$ cat config.mk
export PLATFORM = sky130hd
export DESIGN_NAME = ip_periph_bank
export DESIGN_NICKNAME = d
export VERILOG_FILES = /design/src/rtl/ip_periph_pkg.sv /design/src/rtl/ip_debounce.sv /design/src/rtl/ip_periph_bank.sv
export SDC_FILE = /design/constraint.sdc
export NUM_CORES = 1
export LEC_CHECK = 0
export CAP_MARGIN = 15
export CORE_UTILIZATION = 39
export CTS_CLUSTER_SIZE = 10
export DETAILED_ROUTE_END_ITERATION = 16
export MAX_ROUTING_LAYER = met4
export PLACE_DENSITY_LB_ADDON = 0.3
export SKIP_LAST_GASP = 1
export SYNTH_ARGS = -nofsm -noshare
export SYNTH_HDL_FRONTEND = slang
export SYNTH_HIERARCHICAL = 1
export SYNTH_SLANG_ARGS = --single-unit
$ cat constraint.sdc
create_clock -name i_clk -period 2.65 [get_ports i_clk]
set_clock_uncertainty 0.05 [all_clocks]
set_input_delay 0.795 -clock i_clk [delete_from_list [all_inputs] [get_ports i_clk]]
set_output_delay 0.795 -clock i_clk [all_outputs]
set_load 0.05 [all_outputs]
$ cat src/rtl/ip_periph_pkg.sv
// ip_periph_pkg
//   Shared constants for the input-peripheral register bank: register word
//   indices inside the 32 B window, the window size and the per-button
//   debounce state encoding.
package ip_periph_pkg;

  // Window size in bytes; the bank decodes address bits [4:2] as word index.
  localparam int IP_WIN_BYTES = 32;

  localparam logic [2:0] IP_IDX_SW    = 3'd0;
  localparam logic [2:0] IP_IDX_BTN   = 3'd1;
  localparam logic [2:0] IP_IDX_RISE  = 3'd2;
  localparam logic [2:0] IP_IDX_FALL  = 3'd3;
  localparam logic [2:0] IP_IDX_SWCHG = 3'd4;
  localparam logic [2:0] IP_IDX_IRQEN = 3'd5;

  typedef enum logic {
    DB_STABLE = 1'b0,
    DB_PEND   = 1'b1
  } db_state_e;

endpackage

$ cat src/rtl/ip_debounce.sv
// ip_debounce
//   One push-button: synchronizer chain, debounce counter/FSM, accepted level
//   and single-cycle rise/fall pulses on the cycle the new level is accepted.
// Ports
//   i_clk    clock
//   i_rst    asynchronous active-low reset
//   i_btn    raw asynchronous button input (active high)
//   o_level  debounced level
//   o_rise   pulse: level is being accepted as 1 at the coming edge
//   o_fall   pulse: level is being accepted as 0 at the coming edge
module ip_debounce
  import ip_periph_pkg::*;
#(
  parameter int SYNC_STAGES = 2,
  parameter int DB_CYCLES   = 20000
) (
  input  logic i_clk,
  input  logic i_rst,
  input  logic i_btn,
  output logic o_level,
  output logic o_rise,
  output logic o_fall
);

  // One extra count value so DB_CYCLES itself fits; the counter is reset on
  // acceptance so it never wraps.
  localparam int CW = $clog2(DB_CYCLES + 1);

  logic [SYNC_STAGES-1:0] sync_q, sync_d;
  db_state_e              state_q, state_d;
  logic [CW-1:0]          cnt_q, cnt_d;
  logic                   level_q, level_d;
  logic                   btn_s;
  logic                   accept;

  assign btn_s = sync_q[SYNC_STAGES-1];

  always_comb begin
    sync_d = {sync_q[SYNC_STAGES-2:0], i_btn};
  end

  always_comb begin
    state_d = state_q;
    cnt_d   = cnt_q;
    level_d = level_q;
    accept  = 1'b0;
    case (state_q)
      DB_STABLE: begin
        cnt_d = '0;
        if (btn_s != level_q) state_d = DB_PEND;
      end
      DB_PEND: begin
        if (btn_s == level_q) begin
          // Glitch ended before it was held long enough: drop partial count.
          state_d = DB_STABLE;
          cnt_d   = '0;
        end else if (cnt_q == CW'(DB_CYCLES - 1)) begin
          accept  = 1'b1;
          level_d = btn_s;
          cnt_d   = '0;
          state_d = DB_STABLE;
        end else begin
          cnt_d = cnt_q + CW'(1);
        end
      end
      default: begin
        state_d = DB_STABLE;
        cnt_d   = '0;
      end
    endcase
  end

  always_ff @(posedge i_clk or negedge i_rst) begin
    if (!i_rst) begin
      sync_q  <= '0;
      state_q <= DB_STABLE;
      cnt_q   <= '0;
      level_q <= 1'b0;
    end else begin
      sync_q  <= sync_d;
      state_q <= state_d;
      cnt_q   <= cnt_d;
      level_q <= level_d;
    end
  end

  assign o_level = level_q;
  assign o_rise  = accept & btn_s;
  assign o_fall  = accept & ~btn_s;

endmodule

$ cat src/rtl/ip_periph_bank.sv
// ip_periph_bank
//   Memory-mapped input-peripheral bank on the LSU load path. Synchronizes
//   SW_W switches, debounces BTN_N buttons, keeps sticky W1C edge/change
//   flags and serves a 32 B window at BASE_ADDR with one-cycle read latency.
//   Optional feature macro: IP_IRQ_EN adds the IRQEN register (idx 5) and
//   the o_irq level interrupt output.
// Ports
//   i_clk       clock
//   i_rst       asynchronous active-low reset
//   i_lsu_wren  store strobe
//   i_lsu_addr  byte address
//   i_st_data   store data (W1C masks / IRQEN value)
//   i_io_sw     raw switches
//   i_io_btn    raw buttons, active high
//   o_ip_data   registered read data (0 outside the window)
//   o_irq       registered level interrupt (IP_IRQ_EN only)
//   o_ip_hit    registered window hit of the previous cycle's address
module ip_periph_bank
  import ip_periph_pkg::*;
#(
  parameter int          SW_W        = 32,
  parameter int          BTN_N       = 4,
  parameter int          SYNC_STAGES = 2,
  parameter int          DB_CYCLES   = 20000,
  parameter logic [31:0] BASE_ADDR   = 32'h0000_7800
) (
  input  logic             i_clk,
  input  logic             i_rst,
  input  logic             i_lsu_wren,
  input  logic [31:0]      i_lsu_addr,
  input  logic [31:0]      i_st_data,
  input  logic [SW_W-1:0]  i_io_sw,
  input  logic [BTN_N-1:0] i_io_btn,
  output logic [31:0]      o_ip_data,
`ifdef IP_IRQ_EN
  output logic             o_irq,
`endif
  output logic             o_ip_hit
);

  localparam int AW = $clog2(IP_WIN_BYTES);

  // Switch synchronizer plus one history flop used for change detection.
  logic [SYNC_STAGES-1:0][SW_W-1:0] sw_sync_q, sw_sync_d;
  logic [SW_W-1:0]                  sw_s, sw_prev_q;

  always_comb begin
    sw_sync_d[0] = i_io_sw;
    for (int k = 1; k < SYNC_STAGES; k++) sw_sync_d[k] = sw_sync_q[k-1];
  end
  assign sw_s = sw_sync_q[SYNC_STAGES-1];

  logic [BTN_N-1:0] btn_level, btn_rise, btn_fall;

  for (genvar gi = 0; gi < BTN_N; gi++) begin : g_btn
    ip_debounce #(
      .SYNC_STAGES(SYNC_STAGES),
      .DB_CYCLES  (DB_CYCLES)
    ) u_db (
      .i_clk  (i_clk),
      .i_rst  (i_rst),
      .i_btn  (i_io_btn[gi]),
      .o_level(btn_level[gi]),
      .o_rise (btn_rise[gi]),
      .o_fall (btn_fall[gi])
    );
  end

  logic       hit, wr_en;
  logic [2:0] idx;
  assign hit   = (i_lsu_addr[31:AW] == BASE_ADDR[31:AW]);
  assign idx   = i_lsu_addr[AW-1:2];
  assign wr_en = i_lsu_wren & hit;

  // Byte offset and store bits beyond the flag widths have no effect.
  logic unused_bits;
  assign unused_bits = ^{i_lsu_addr[1:0], i_st_data};

  logic [BTN_N-1:0] rise_q, rise_d, fall_q, fall_d;
  logic [SW_W-1:0]  swchg_q, swchg_d;

  // Clear first, then OR in new events so a same-cycle set is never lost.
  always_comb begin
    rise_d  = rise_q;
    fall_d  = fall_q;
    swchg_d = swchg_q;
    if (wr_en && idx == IP_IDX_RISE)  rise_d  = rise_q  & ~i_st_data[BTN_N-1:0];
    if (wr_en && idx == IP_IDX_FALL)  fall_d  = fall_q  & ~i_st_data[BTN_N-1:0];
    if (wr_en && idx == IP_IDX_SWCHG) swchg_d = swchg_q & ~i_st_data[SW_W-1:0];
    rise_d  = rise_d  | btn_rise;
    fall_d  = fall_d  | btn_fall;
    swchg_d = swchg_d | (sw_s ^ sw_prev_q);
  end

`ifdef IP_IRQ_EN
  logic [2:0] irqen_q, irqen_d;
  logic       irq_q, irq_d;

  always_comb begin
    irqen_d = irqen_q;
    if (wr_en && idx == IP_IDX_IRQEN) irqen_d = i_st_data[2:0];
    irq_d = (|(rise_q  & {BTN_N{irqen_q[0]}})) |
            (|(fall_q  & {BTN_N{irqen_q[1]}})) |
            (|(swchg_q & {SW_W{irqen_q[2]}}));
  end

  always_ff @(posedge i_clk or negedge i_rst) begin
    if (!i_rst) begin
      irqen_q <= '0;
      irq_q   <= 1'b0;
    end else begin
      irqen_q <= irqen_d;
      irq_q   <= irq_d;
    end
  end

  assign o_irq = irq_q;
`endif

  logic [31:0] rd_word;
  logic [31:0] ip_data_q, ip_data_d;
  logic        ip_hit_q, ip_hit_d;

  always_comb begin
    rd_word = '0;
    case (idx)
      IP_IDX_SW:    rd_word[SW_W-1:0]  = sw_s;
      IP_IDX_BTN:   rd_word[BTN_N-1:0] = btn_level;
      IP_IDX_RISE:  rd_word[BTN_N-1:0] = rise_q;
      IP_IDX_FALL:  rd_word[BTN_N-1:0] = fall_q;
      IP_IDX_SWCHG: rd_word[SW_W-1:0]  = swchg_q;
`ifdef IP_IRQ_EN
      IP_IDX_IRQEN: rd_word[2:0]       = irqen_q;
`endif
      default:      rd_word            = '0;
    endcase
    ip_data_d = hit ? rd_word : 32'h0;
    ip_hit_d  = hit;
  end

  always_ff @(posedge i_clk or negedge i_rst) begin
    if (!i_rst) begin
      sw_sync_q <= '0;
      sw_prev_q <= '0;
      rise_q    <= '0;
      fall_q    <= '0;
      swchg_q   <= '0;
      ip_data_q <= '0;
      ip_hit_q  <= 1'b0;
    end else begin
      sw_sync_q <= sw_sync_d;
      sw_prev_q <= sw_s;
      rise_q    <= rise_d;
      fall_q    <= fall_d;
      swchg_q   <= swchg_d;
      ip_data_q <= ip_data_d;
      ip_hit_q  <= ip_hit_d;
    end
  end

  assign o_ip_data = ip_data_q;
  assign o_ip_hit  = ip_hit_q;

endmodule

==> out/metrics.yaml <==
run_status:
  status: "finished, final reports clean"
global_routing:
  grt_start_max_net_pins: 61
  first_global_vias: 5743
  grt_first_pass_wirelength_mm: 28.9
  grtUsageTotal_pct: 15.0
  gr-total-overflow: 0
  antenna_found_initial: 0
yosys:
  ys_dominant_reg_cell: "dfrtp_1"
  synth_top_area_cell: "dfrtp_1"
  synth-edff-count: 0
  synth-warning-count: 6
  synth.top_cells.by_area: "dfrtp_1, xor2_1, nor2_1"
  synth_top_area_share_pct: 64.7
  mappedNetlistNets: 847
  ys_seq_elements: 245
  cell_area_after_synthesis_sq_um: 9480
  asyncSetResetFlopFracSynth_pct: 100
  synth_area_per_cell_sq_um: 12.8
  synth.yosys.seq_area_share_pct: 64.7
  synthesis.instances: 740
  post_synth_num_cell_types: 42
clocking:
  tritoncts: "yes"
  root_driver: "clkbuf_16"
  clkLatencyLatePin_ns: 0.52
  clock_path_buffers: 3
  cts_num_sinks: 245
  cts_htree_levels: 1
  clkTransAtPathRegs_ns: 0.06
  cts.hold.buffers_added: 0
  number_of_buffers_inserted_during_clock_tree_synthesis: 28
  cts_resized: 0
  cts.repair_timing.setup_buffer_count: 0
floorplanning:
  fp.dieArea_sq_um: 24900
  placeableCoreArea_sq_um: 23700
  count_of_pins_on_the_block_boundary: 136
  initial_standard_cell_utilization_of_the_core_pct: 40.0
  die_y_um: 158
  placementRows: 56
  die_x_um: 158
pwr:
  power_frac_clock_pct: 43.2
  max-vdd-ir-drop_uv: 439
  cellPowerDensity_nw_per_um2: 625
  comb_power_share_pct: 5.1
  power.switching_fraction_pct: 20.7
  intPower_uw: 5960
  p_switching_uw: 1560
  leakage_uw: 0.00501
  share_seq_of_total_power_pct: 51.7
worst_setup_path:
  critical_path.n_buffers_inverters: 1
  critical_path_class: "flop to primary output"
  setup.worst_path.start_class: "flop"
  critical_path.max_fanout: 1
  crit_family: "buffers and inverters"
  crit_chain: "clkdlybuf4s50_1"
  timing.critical_path.slowest_cell_delay_ns: 0.86
  critical_path.endpoint_type: "primary output"
  critPathRequiredTime_ns: 1.81
  crit_path_top_delay_cell: "clkdlybuf4s50_1"
  timing.critical_path.arrival_ns: 1.73
flow_run:
  drv_cap: 0
detailed_routing:
  via_per_inst: 4.75
  route.detailed.drc: 0
  firstDrtPassIters: 4
  routedWlPerCell_um: 14.5
  route.vias.total: 5815
  finalWirelength_mm: 17.8
  dr.first_iter.drc_count: 280
  drtAntennaViolNets: 0
timing:
  min_period_over_period_pct: 97.1
  hold-worst-slack_ns: 0.110
  final-max-slew-violation-count: 0
  rsz_0062_raised_after_global_routing: "false"
  slew_headroom_pct: 61.4
  timing.final.crit_period_ns: 2.57
  hold_violation_count_in_the_final_report: 0
  setup_viol_count_final: 0
  max_freq_ghz: 0.389
  timing_worst_slew_pin_value_ns: 0.577
layout:
  most_frequent_cells_in_the_layout: "dfrtp_1, clkdlybuf4s50_1, nor2_1"
  finish.net_count: 1010
  antennaDiodeCount: 0
  finalCoreUtilization_pct: 50.8
  final_cell_area_sq_um: 12000
  final-seq-area_sq_um: 6130
  post_route_cells_drive_above_1_share_pct: 8.40
  area_used_by_multi_input_combinational_logic_sq_um: 3150
  syn2layout_area_growth_pct: 26.9
  most_frequent_standard_cell_in_the_layout_excluding_fill_and_tap_cells: "dfrtp_1"
  nFillCells: 2109
placed_design:
  place_congestion: 0.763
  portBuffers: 133
  place_hpwl_mm: 11.8
  postPlaceCellArea_sq_um: 11300
worst_hold_path:
  worst_hold_path_type: "primary input to asynchronous set/reset pin"
[synth_stat cells, drive strengths merged, types with 5 or more instances]
| master | number |
|---|---|
| o21ai | 7 |
| dfrtp | 245 |
| buf | 12 |
| a211o | 32 |
| and4 | 6 |
| nand3 | 11 |
| or4 | 5 |
| a31oi | 8 |
| nand4 | 22 |
| and2 | 6 |
| mux2i | 36 |
| inv | 15 |
| nor3b | 8 |
| nor2 | 103 |
| nor3 | 11 |
| xor2 | 55 |
| nor4 | 23 |
| nand2 | 31 |
| xnor2 | 33 |
| nor2b | 34 |
| clkbuf | 9 |
[layout make-up]
| cell class | instances | share of cell area (%) |
|---|---|---|
| Clock inverter | 1 | 0.135 |
| Inverter | 15 | 0.468 |
| Multi-Input combinational cell | 459 | 26.2 |
| Clock buffer | 31 | 6.08 |
| Tap cell | 319 | 3.32 |
| Sequential cell | 245 | 50.9 |
| Timing Repair Buffer | 154 | 12.9 |
[power by group through the flow]
stage	logic, uW	registers [uW]	clock network, uW
floorplan	133	3940	0
CTS	399	3880	3360
global route	434	3890	3490
finish	387	3880	3250
global placement	394	3950	0
detailed placement	396	3950	0
[registers in the layout, summed over array words and instances (netlist names)]
register	count
g_btn.u_db/sync_q	8
g_btn.u_db/state_q	4
sw_prev_q	32
o_ip_data	32
sw_s	32
sw_sync_d	32
swchg_q	32
g_btn.u_db/o_level	4
g_btn.u_db/cnt_q	60
fall_q	4
rise_q	4
o_ip_hit	1
[logic make-up after synthesis]
logic type / share of synthesized area (%)
simple gates: 15.6
flops: 64.7
xor+xnor: 8.13
compound gates: 4.51
mux: 4.43
buf+inv: 2.14
fa+ha+maj: 0.528
[stage by stage]
step / cells / setup WS (ns) / TNS, ns / total power [uW]
CTS: 1224 / 0.0616 / 0 / 7640
global placement: 1192 / -0.341 / -14.53 / 4340
detailed placement: 1192 / -0.337 / -14.01 / 4350
finish: 1224 / 0.0765 / 0 / 7520
floorplan: 740 / 0.0730 / 0 / 4070
global route: 1224 / 0.0524 / 0 / 7820
[layer usage]
layer  share of wire, %  track usage, %
met1                 48            20.3
met2                 45            23.0
met3                4.7            3.01
met4                2.2            3.88
met5                  0               -
[worst paths after layout]
kind	startpoint	endpoint	slack (ns)	cells past startpoint
max in group asynchronous	i_rst	o_ip_data[8]$_DFF_PN0_	1.71	2
hold reg to reg	sw_sync_d[53]$_DFF_PN0_	sw_s[21]$_DFF_PN0_	0.29	0
setup reg to reg	g_btn[0].u_db/cnt_q[7]$_DFF_PN0_	rise_q[0]$_DFF_PN0_	0.50	6
min in group i_clk	sw_sync_d[53]$_DFF_PN0_	sw_s[21]$_DFF_PN0_	0.29	0
hold / removal	i_rst	sw_prev_q[20]$_DFF_PN0_	0.11	1
setup / recovery	o_ip_data[0]$_DFF_PN0_	o_ip_data[0]	0.08	1
No activity file was read; power rests on OpenSTA's default activity.
